## config.mk

```make
export PLATFORM = sky130hd
export DESIGN_NAME = action_executor_flat
export DESIGN_NICKNAME = d
export VERILOG_FILES = /design/src/rtl/action_executor_if.sv /design/src/rtl/action_executor.sv /design/src/flat_wrapper.sv
export SDC_FILE = /design/constraint.sdc
export NUM_CORES = 1
export LEC_CHECK = 0
export ABC_AREA = 1
export BUFFER_PORTS_ARGS = -buffer_cell sky130_fd_sc_hd__buf_4
export CAP_MARGIN = 20
export CORE_MARGIN = 1.5
export CORE_UTILIZATION = 49
export CTS_BUF_LIST = sky130_fd_sc_hd__clkbuf_2 sky130_fd_sc_hd__clkbuf_4 sky130_fd_sc_hd__clkbuf_8
export DETAILED_ROUTE_END_ITERATION = 10
export PLACE_DENSITY = 0.74
export SYNTH_ARGS = -nofsm -noshare
export SYNTH_HDL_FRONTEND = slang
export SYNTH_SLANG_ARGS = --single-unit
```

## constraint.sdc

```tcl
create_clock -name clk -period 1.9 [get_ports clk]
set_input_delay 0.285 -clock clk [delete_from_list [all_inputs] [get_ports clk]]
set_output_delay 0.285 -clock clk [all_outputs]
set_load 0.02 [all_outputs]
```

## src/rtl/action_executor_if.sv

```systemverilog
// Action-code handshake between the ALU (master) and the action executor (slave).
interface action_executor_if;
    logic [15:0] action_in;
    logic        action_valid;
    logic        action_ready;

    modport master (output action_in, output action_valid, input action_ready);
    modport slave  (input action_in, input action_valid, output action_ready);
endinterface

```

## src/rtl/action_executor.sv

```systemverilog
// Executes ALU action codes as timed vehicle motion; tracks lateral position and forward-enable.
//   state   | meaning
//   STOPPED | vehicle halted, waiting for CONTINUE
//   RESTART | restart delay running, velocity_en still low
//   RUN     | moving forward, ready for steering codes
//   SHIFT   | lateral step in progress, handshake blocked
module action_executor #(
    parameter int X_MIN          = 0,
    parameter int X_MAX          = 15,
    parameter int X_INIT         = 7,
    parameter int MOVE_CYCLES    = 4,
    parameter int RESTART_CYCLES = 8
) (
    input  logic                     clk,
    input  logic                     rst_n,
    action_executor_if.slave         act,
    output logic [3:0]               car_x,
    output logic                     velocity_en,
    output logic                     moving,
    output logic                     reject,
    output logic [15:0]              action_count
);
    localparam int T_MAX = (RESTART_CYCLES > MOVE_CYCLES) ? RESTART_CYCLES : MOVE_CYCLES;
    localparam int TW    = (T_MAX > 1) ? $clog2(T_MAX) : 1;

    typedef enum logic [1:0] {STOPPED, RESTART, RUN, SHIFT} state_t;

    state_t          state_q, state_d;
    logic [TW-1:0]   timer_q, timer_d;
    logic            dir_right_q, dir_right_d;
    logic [3:0]      car_x_d;
    logic            reject_d;
    logic            ready_q;
    logic            accept;
    logic            code_stop, code_left, code_right, code_cont;

    assign act.action_ready = ready_q;
    assign accept     = act.action_valid && ready_q;
    assign code_stop  = (act.action_in == 16'd0);
    assign code_left  = (act.action_in == 16'd1);
    assign code_right = (act.action_in == 16'd2);
    assign code_cont  = (act.action_in == 16'd3);

    always_comb begin
        state_d     = state_q;
        timer_d     = timer_q;
        dir_right_d = dir_right_q;
        car_x_d     = car_x;
        reject_d    = 1'b0;
        case (state_q)
            STOPPED: begin
                if (accept) begin
                    if (code_cont) begin
                        state_d = RESTART;
                        timer_d = TW'(RESTART_CYCLES - 1);
                    end else if (!code_stop) begin
                        reject_d = 1'b1;
                    end
                end
            end
            RESTART: begin
                // STOP wins over timer expiry on the same edge
                if (accept && code_stop) begin
                    state_d = STOPPED;
                end else begin
                    if (accept && !code_cont) reject_d = 1'b1;
                    if (timer_q == '0) state_d = RUN;
                    else               timer_d = timer_q - 1'b1;
                end
            end
            RUN: begin
                if (accept) begin
                    if (code_stop) begin
                        state_d = STOPPED;
                    end else if (code_left) begin
                        if (car_x == 4'(X_MIN)) begin
                            reject_d = 1'b1;
                        end else begin
                            state_d     = SHIFT;
                            dir_right_d = 1'b0;
                            timer_d     = TW'(MOVE_CYCLES - 1);
                        end
                    end else if (code_right) begin
                        if (car_x == 4'(X_MAX)) begin
                            reject_d = 1'b1;
                        end else begin
                            state_d     = SHIFT;
                            dir_right_d = 1'b1;
                            timer_d     = TW'(MOVE_CYCLES - 1);
                        end
                    end else if (!code_cont) begin
                        reject_d = 1'b1;
                    end
                end
            end
            SHIFT: begin
                if (timer_q == '0) begin
                    car_x_d = dir_right_q ? car_x + 4'd1 : car_x - 4'd1;
                    state_d = RUN;
                end else begin
                    timer_d = timer_q - 1'b1;
                end
            end
            default: state_d = STOPPED;
        endcase
    end

    always_ff @(posedge clk or negedge rst_n) begin
        if (!rst_n) begin
            state_q      <= STOPPED;
            timer_q      <= '0;
            dir_right_q  <= 1'b0;
            car_x        <= 4'(X_INIT);
            velocity_en  <= 1'b0;
            moving       <= 1'b0;
            ready_q      <= 1'b1;
            reject       <= 1'b0;
            action_count <= 16'd0;
        end else begin
            state_q      <= state_d;
            timer_q      <= timer_d;
            dir_right_q  <= dir_right_d;
            car_x        <= car_x_d;
            velocity_en  <= (state_d == RUN) || (state_d == SHIFT);
            moving       <= (state_d == SHIFT);
            ready_q      <= (state_d != SHIFT);
            reject       <= reject_d;
            if (accept) action_count <= action_count + 16'd1;
        end
    end
endmodule

```

## src/flat_wrapper.sv

```systemverilog
// flat-port wrapper written by rule: the top's interface ports become plain ports
module action_executor_flat 
#(
    parameter int X_MIN          = 0,
    parameter int X_MAX          = 15,
    parameter int X_INIT         = 7,
    parameter int MOVE_CYCLES    = 4,
    parameter int RESTART_CYCLES = 8
)
  (clk, rst_n, car_x, velocity_en, moving, reject, action_count, act_action_in, act_action_valid, act_action_ready);
  action_executor_if act_i ();
  input  logic clk;
  input  logic rst_n;
  output logic [3:0] car_x;
  output logic velocity_en;
  output logic moving;
  output logic reject;
  output logic [15:0] action_count;
  input wire logic [$bits(act_i.action_in)-1:0] act_action_in;
  input wire logic [$bits(act_i.action_valid)-1:0] act_action_valid;
  output wire logic [$bits(act_i.action_ready)-1:0] act_action_ready;
  assign act_i.action_in = act_action_in;
  assign act_i.action_valid = act_action_valid;
  assign act_action_ready = act_i.action_ready;
  action_executor #(.X_MIN(X_MIN), .X_MAX(X_MAX), .X_INIT(X_INIT), .MOVE_CYCLES(MOVE_CYCLES), .RESTART_CYCLES(RESTART_CYCLES)) u_core (.clk(clk), .rst_n(rst_n), .act(act_i), .car_x(car_x), .velocity_en(velocity_en), .moving(moving), .reject(reject), .action_count(action_count));
endmodule
```

* Word-level counts from Yosys, hierarchy flattened
Index checks and enable logic that the tools add are counted.
** Cells by class
- $add $sub $neg :: 4
- Eq/ne operators :: 20
- Mux-type cells :: 40
- Bitwise gates (word level) :: 1
- Reduce and logical (&&, ||, !) cells :: 13
** Operators with widths (number)
- 16-bit by 2-bit equality test with 1-bit output, second input constant :: 2
- 3-bit two-way mux :: 10
- 2-bit two-way mux :: 10
- 16-bit by 1-bit adder with 16-bit output, second input constant :: 1
- 16-bit by 1-bit equality test with 1-bit output, second input constant :: 1
- 16-bit zero test :: 1
- 1-bit two-way mux :: 16
- 3-bit one-hot mux with 4 select lines :: 1
- 2-bit equality test, second input constant :: 4
- 2-bit by 1-bit inequality test with 1-bit output, second input constant :: 4
- 2-bit inequality test, second input constant :: 4
- 2-bit one-hot mux with 4 select lines :: 1
- 8-bit AND reduction :: 1
- 6-bit AND reduction :: 1
- 4-bit by 1-bit adder with 4-bit output, second input constant :: 1
- 4-bit equality test, second input constant :: 1
- 4-bit zero test :: 1
- 4-bit two-way mux :: 1
- 4-bit by 1-bit subtractor with 4-bit output, second input constant :: 1
- 1-bit logical AND :: 3
- 3-bit zero test :: 1
- 3-bit by 1-bit inequality test with 1-bit output, second input constant :: 1
- 3-bit by 2-bit inequality test with 1-bit output, second input constant :: 1
- 3-bit inequality test, second input constant :: 1
- other kinds (9) :: 9
** Word-level totals
- Register bits :: 30
- Input bits :: 19
- Word-level logic and storage cells :: 87

* Logic depth before layout (Yosys ltp)
- Depth after elaboration :: 9
- Depth in mapped cells :: 11
- Depth with buffers taken out :: 11

* Worst setup path after synthesis
Ideal clock, no wire load.
- Path type :: register -> register
- Start :: reg u_core.car_x[1]
- End :: reg u_core.car_x[3]
- Arrival time :: 1.460 ns
- Path slack :: 0.308 ns
- Stages on the path, launching flop included :: 8
- Clock period less this slack :: 1.592 ns
- Cells stage by stage :: dfstp_2 ha_1 a21o_1 a21oi_1 nand2_1 nand2_1 nor2_1 xor2_1
** Between the ends
- Word-level cells in the longest chain between the ends :: 2
- Elaborated cells on any way between the ends :: 3
- Classes of those cells :: add/sub: 2; mux: 1
** RTL lines
- start: declaration :: line action_executor.sv:17 : output logic [3:0] car_x,
- start signal: assignment :: line action_executor.sv:113 : car_x <= 4'(X_INIT);
- start signal: assignment :: line action_executor.sv:123 : car_x <= car_x_d;
- 4-bit by 1-bit subtractor with 4-bit output or 4-bit by 1-bit adder with 4-bit output (tied branches) :: line action_executor.sv:98 : car_x_d = dir_right_q ? car_x + 4'd1 : car_x - 4'd1;
- 4-bit two-way mux (*) :: line action_executor.sv:98
Mark *: on every way between the ends. The rest lies on a longest branch, timed or not.
A chain may end at the register's enable or synchronous reset.

* Final worst setup path
Same ends and word-level chain as after synthesis.

==> run_results.csv <==
group,metric,value,unit
run_status,outcome,"complete, no violations",
routing,drtAntennaViolNets,0,
timing,relSlewSlack,0.7628,
clocking,hold_buffers,1,
synthesis,syn_nets,233,
layout,final_common_cell,"nand2_1",
layout,layout.nets,282,
grt,grt-ovfl-total,0,
die,die_height,62.75,um
synthesis,synth-compound-area-share,0.03290,
clocking,cts_tree,"done",
critical_path,worstPathMaxFanout,6,
die,core,3390,um^2
timing,rsz0062_at_grt,"no",
synthesis,yosysWarnings,0,
critical_path,critPathLaunchType,"flip-flop",
timing,holdWs,0.2888,ns
critical_path,crit_chain,"ha_1, a21o_1, a21oi_1, nand2_1, nand2_1, nor2_1, xor2_1",
synthesis,synth_fa_ha_area_frac,0.04721,
grt,first_global_vias,1319,
synthesis,ys_ff_latch,30,
layout,final_cell_mix,"nand2_1, buf_4, inv_1",
critical_path,worstPathRequired,2.13,ns
timing,fin_crit_sh,0.8320,
clocking,clk_pin_slew,0.09,ns
grt,grt.total_usage,0.1907,
synthesis,synth_edf_count,0,
job,cap_violations,0,
routing,dr_total_vias,1423,
synthesis,syn_area,1749,um^2
routing,first_pass_iters,4,
synthesis,syn_inst,208,
synthesis,async_reset_ff_frac,1.000,
critical_path,cp-end-kind,"flip-flop",
timing,fin_tns_setup,0,ns
timing,setup_ws,0.3193,ns
timing,worst_pin_slew,0.3558,ns
routing,routedWlPerCell,10.30,um
timing,fmax,632.6,MHz
timing,skew,0.01166,ns
clocking,post_cts_buffers,0,
synthesis,synth_xor_xnor_area_share,0.09013,
timing,setup_viol,0,
timing,finalHoldViolCount,0,
synthesis,muxShareOfSynthArea,0,
synthesis,synth_top_family_by_area,"simple AND/OR/NAND/NOR gates",
layout,syn_to_final_growth,25.89,%
clocking,cts.sinks,30,
synthesis,synth_cell_types,26,
critical_path,arrival,1.81,ns
grt,antenna_found_initial,0,
routing,drt_iter0_drc,66,
die,fp.dieArea,3937,um^2
die,io_pins,43,
grt,grt_max_degree,31,
critical_path,crit_family,"flip-flops",
layout,drive_gt1_frac,0.2829,
routing,totalWireLength,3131,um
clocking,htree_levels,2,
routing,drc,0,
layout,final_util,0.6497,
pwr,irDropWorstVdd,0.0005344,V
hold_path,min_path_type,"primary input to flip-flop",
synthesis,syn_area_per_cell,8.410,um^2
die,die_w,62.75,um
critical_path,cp_slowest_cell,"dfstp_2",
synthesis,synth-simple-area-share,0.3305,
layout,fillerInstances,296,
layout,antenna_cells,0,
placement,dp_slack,0.3169,ns
pwr,power.density,826.5,nW/um^2
clocking,cts-buffers-inserted,5,
clocking,cts_resized,0,
timing,slew_violations,0,
grt,grt_pass1_wl,5830,um
routing,vias_per_cell,4.681,
clocking,clock_path_buffers,2,
critical_path,critPathMostFrequentCell,"nand2_1",
critical_path,critPathBufInv,0,
placement,portBuffers,42,
clocking,clockRootBuffer,"clkbuf_4",
pwr,cellLeakagePower,1.186,nW
die,start_util,0.5161,
critical_path,crit_type,"flip-flop to flip-flop",
placement,place_hpwl,2534,um
critical_path,slowest_delay,0.60,ns
die,num_rows,21,
clocking,worstSkewPairLatency,0.34,ns
synthesis,synth_flop_cell,"dfrtp_1",
synthesis,yosysSeqAreaShare,0.4320,
placement,place_congestion,0.7696,
timing,min_period,1.581,ns
==> Yosys cell counts, types with 2 or more instances <==
master,count,area share
dfstp_2,4,0.060
nor2_4,7,0.045
nand2_1,54,0.12
nand3_2,2,0.011
nor2_2,2,0.0072
xor2_1,10,0.050
nand2_4,3,0.019
nand3_1,11,0.031
ha_1,5,0.036
dfrtp_1,26,0.37
nand2_2,3,0.011
nand4_1,6,0.021
inv_1,27,0.058
o211ai_1,2,0.0086
nor2_1,24,0.052
xnor2_1,8,0.040
a21oi_1,5,0.014
==> stage by stage <==
| stage | std cells | total power [mW] | area [um^2] |
|---|---|---|---|
| after floorplan | 208 | 1.128 | 1749 |
| after global placement | 295 | 1.334 | 2115 |
| after detailed placement | 295 | 1.345 | 2115 |
| after CTS | 304 | 1.840 | 2202 |
| after global routing | 304 | 1.928 | 2202 |
| final | 304 | 1.820 | 2202 |
==> worst paths after layout <==
path	cells past startpoint	slack, ns	end	from
min in group asynchronous	2	0.39	u_core.action_count[10]	rst_n
setup / recovery	7	0.32	u_core.car_x[3]	u_core.car_x[1]
hold / removal	4	0.29	u_core.action_count[1]	act_action_valid
hold reg to reg	1	0.49	u_core.action_count[15]	u_core.action_count[15]
setup reg to reg	7	0.32	u_core.car_x[3]	u_core.car_x[1]
max in group asynchronous	2	1.20	u_core.car_x[2]	rst_n
==> report_power, final <==
part,leakage (nW),internal (mW),switching [mW]
clock,0.0450,0.272,0.222
combinational,0.765,0.221,0.288
sequential,0.377,0.724,0.0928
==> layer usage <==
metal / vias up / routed length (um) / GRT usage
li1: 747 / - / -
met1: 639 / 1505 / 0.2553
met2: 30 / 1425 / 0.2876
met3: 7 / 126 / 0.05045
met4: 0 / 74 / 0.09167
met5: - / 0 / 0
==> tightest hold or removal path: stages <==
cell	delay [ns]
buf_4	0.09
nand2_4	0.10
nand2_1	0.08
nand2_1	0.05
==> cell families (layout without fill, tap and decap cells) <==
group / count (synthesis) / after routing
adder cells (fa/ha/maj): 6 / 6
buffers and inverters: 29 / 79
AO/OA/AOI/OAI: 10 / 10
flip-flops: 30 / 30
XOR/XNOR: 18 / 18
AND/OR/NAND/NOR: 115 / 115
==> sequential cells by signal, indices dropped and copies added, names as in the netlist <==
signal	count
u_core.reject	1
u_core.car_x	4
u_core.timer_q	3
u_core.velocity_en	1
u_core.act.action_ready	1
u_core.moving	1
u_core.dir_right_q	1
u_core.action_count	16
u_core.state_q	2
==> cell type report <==
class,count,area [um^2],area share
Clock buffer,5,37.54,0.01705
Clock inverter,3,40.04,0.01818
Inverter,28,110.1,0.05000
Multi-Input combinational cell,149,875.8,0.3977
Sequential cell,30,755.7,0.3432
Tap cell,46,57.56,0.02614
Timing Repair Buffer,43,325.3,0.1477
Power figures use the tool's default switching activity.
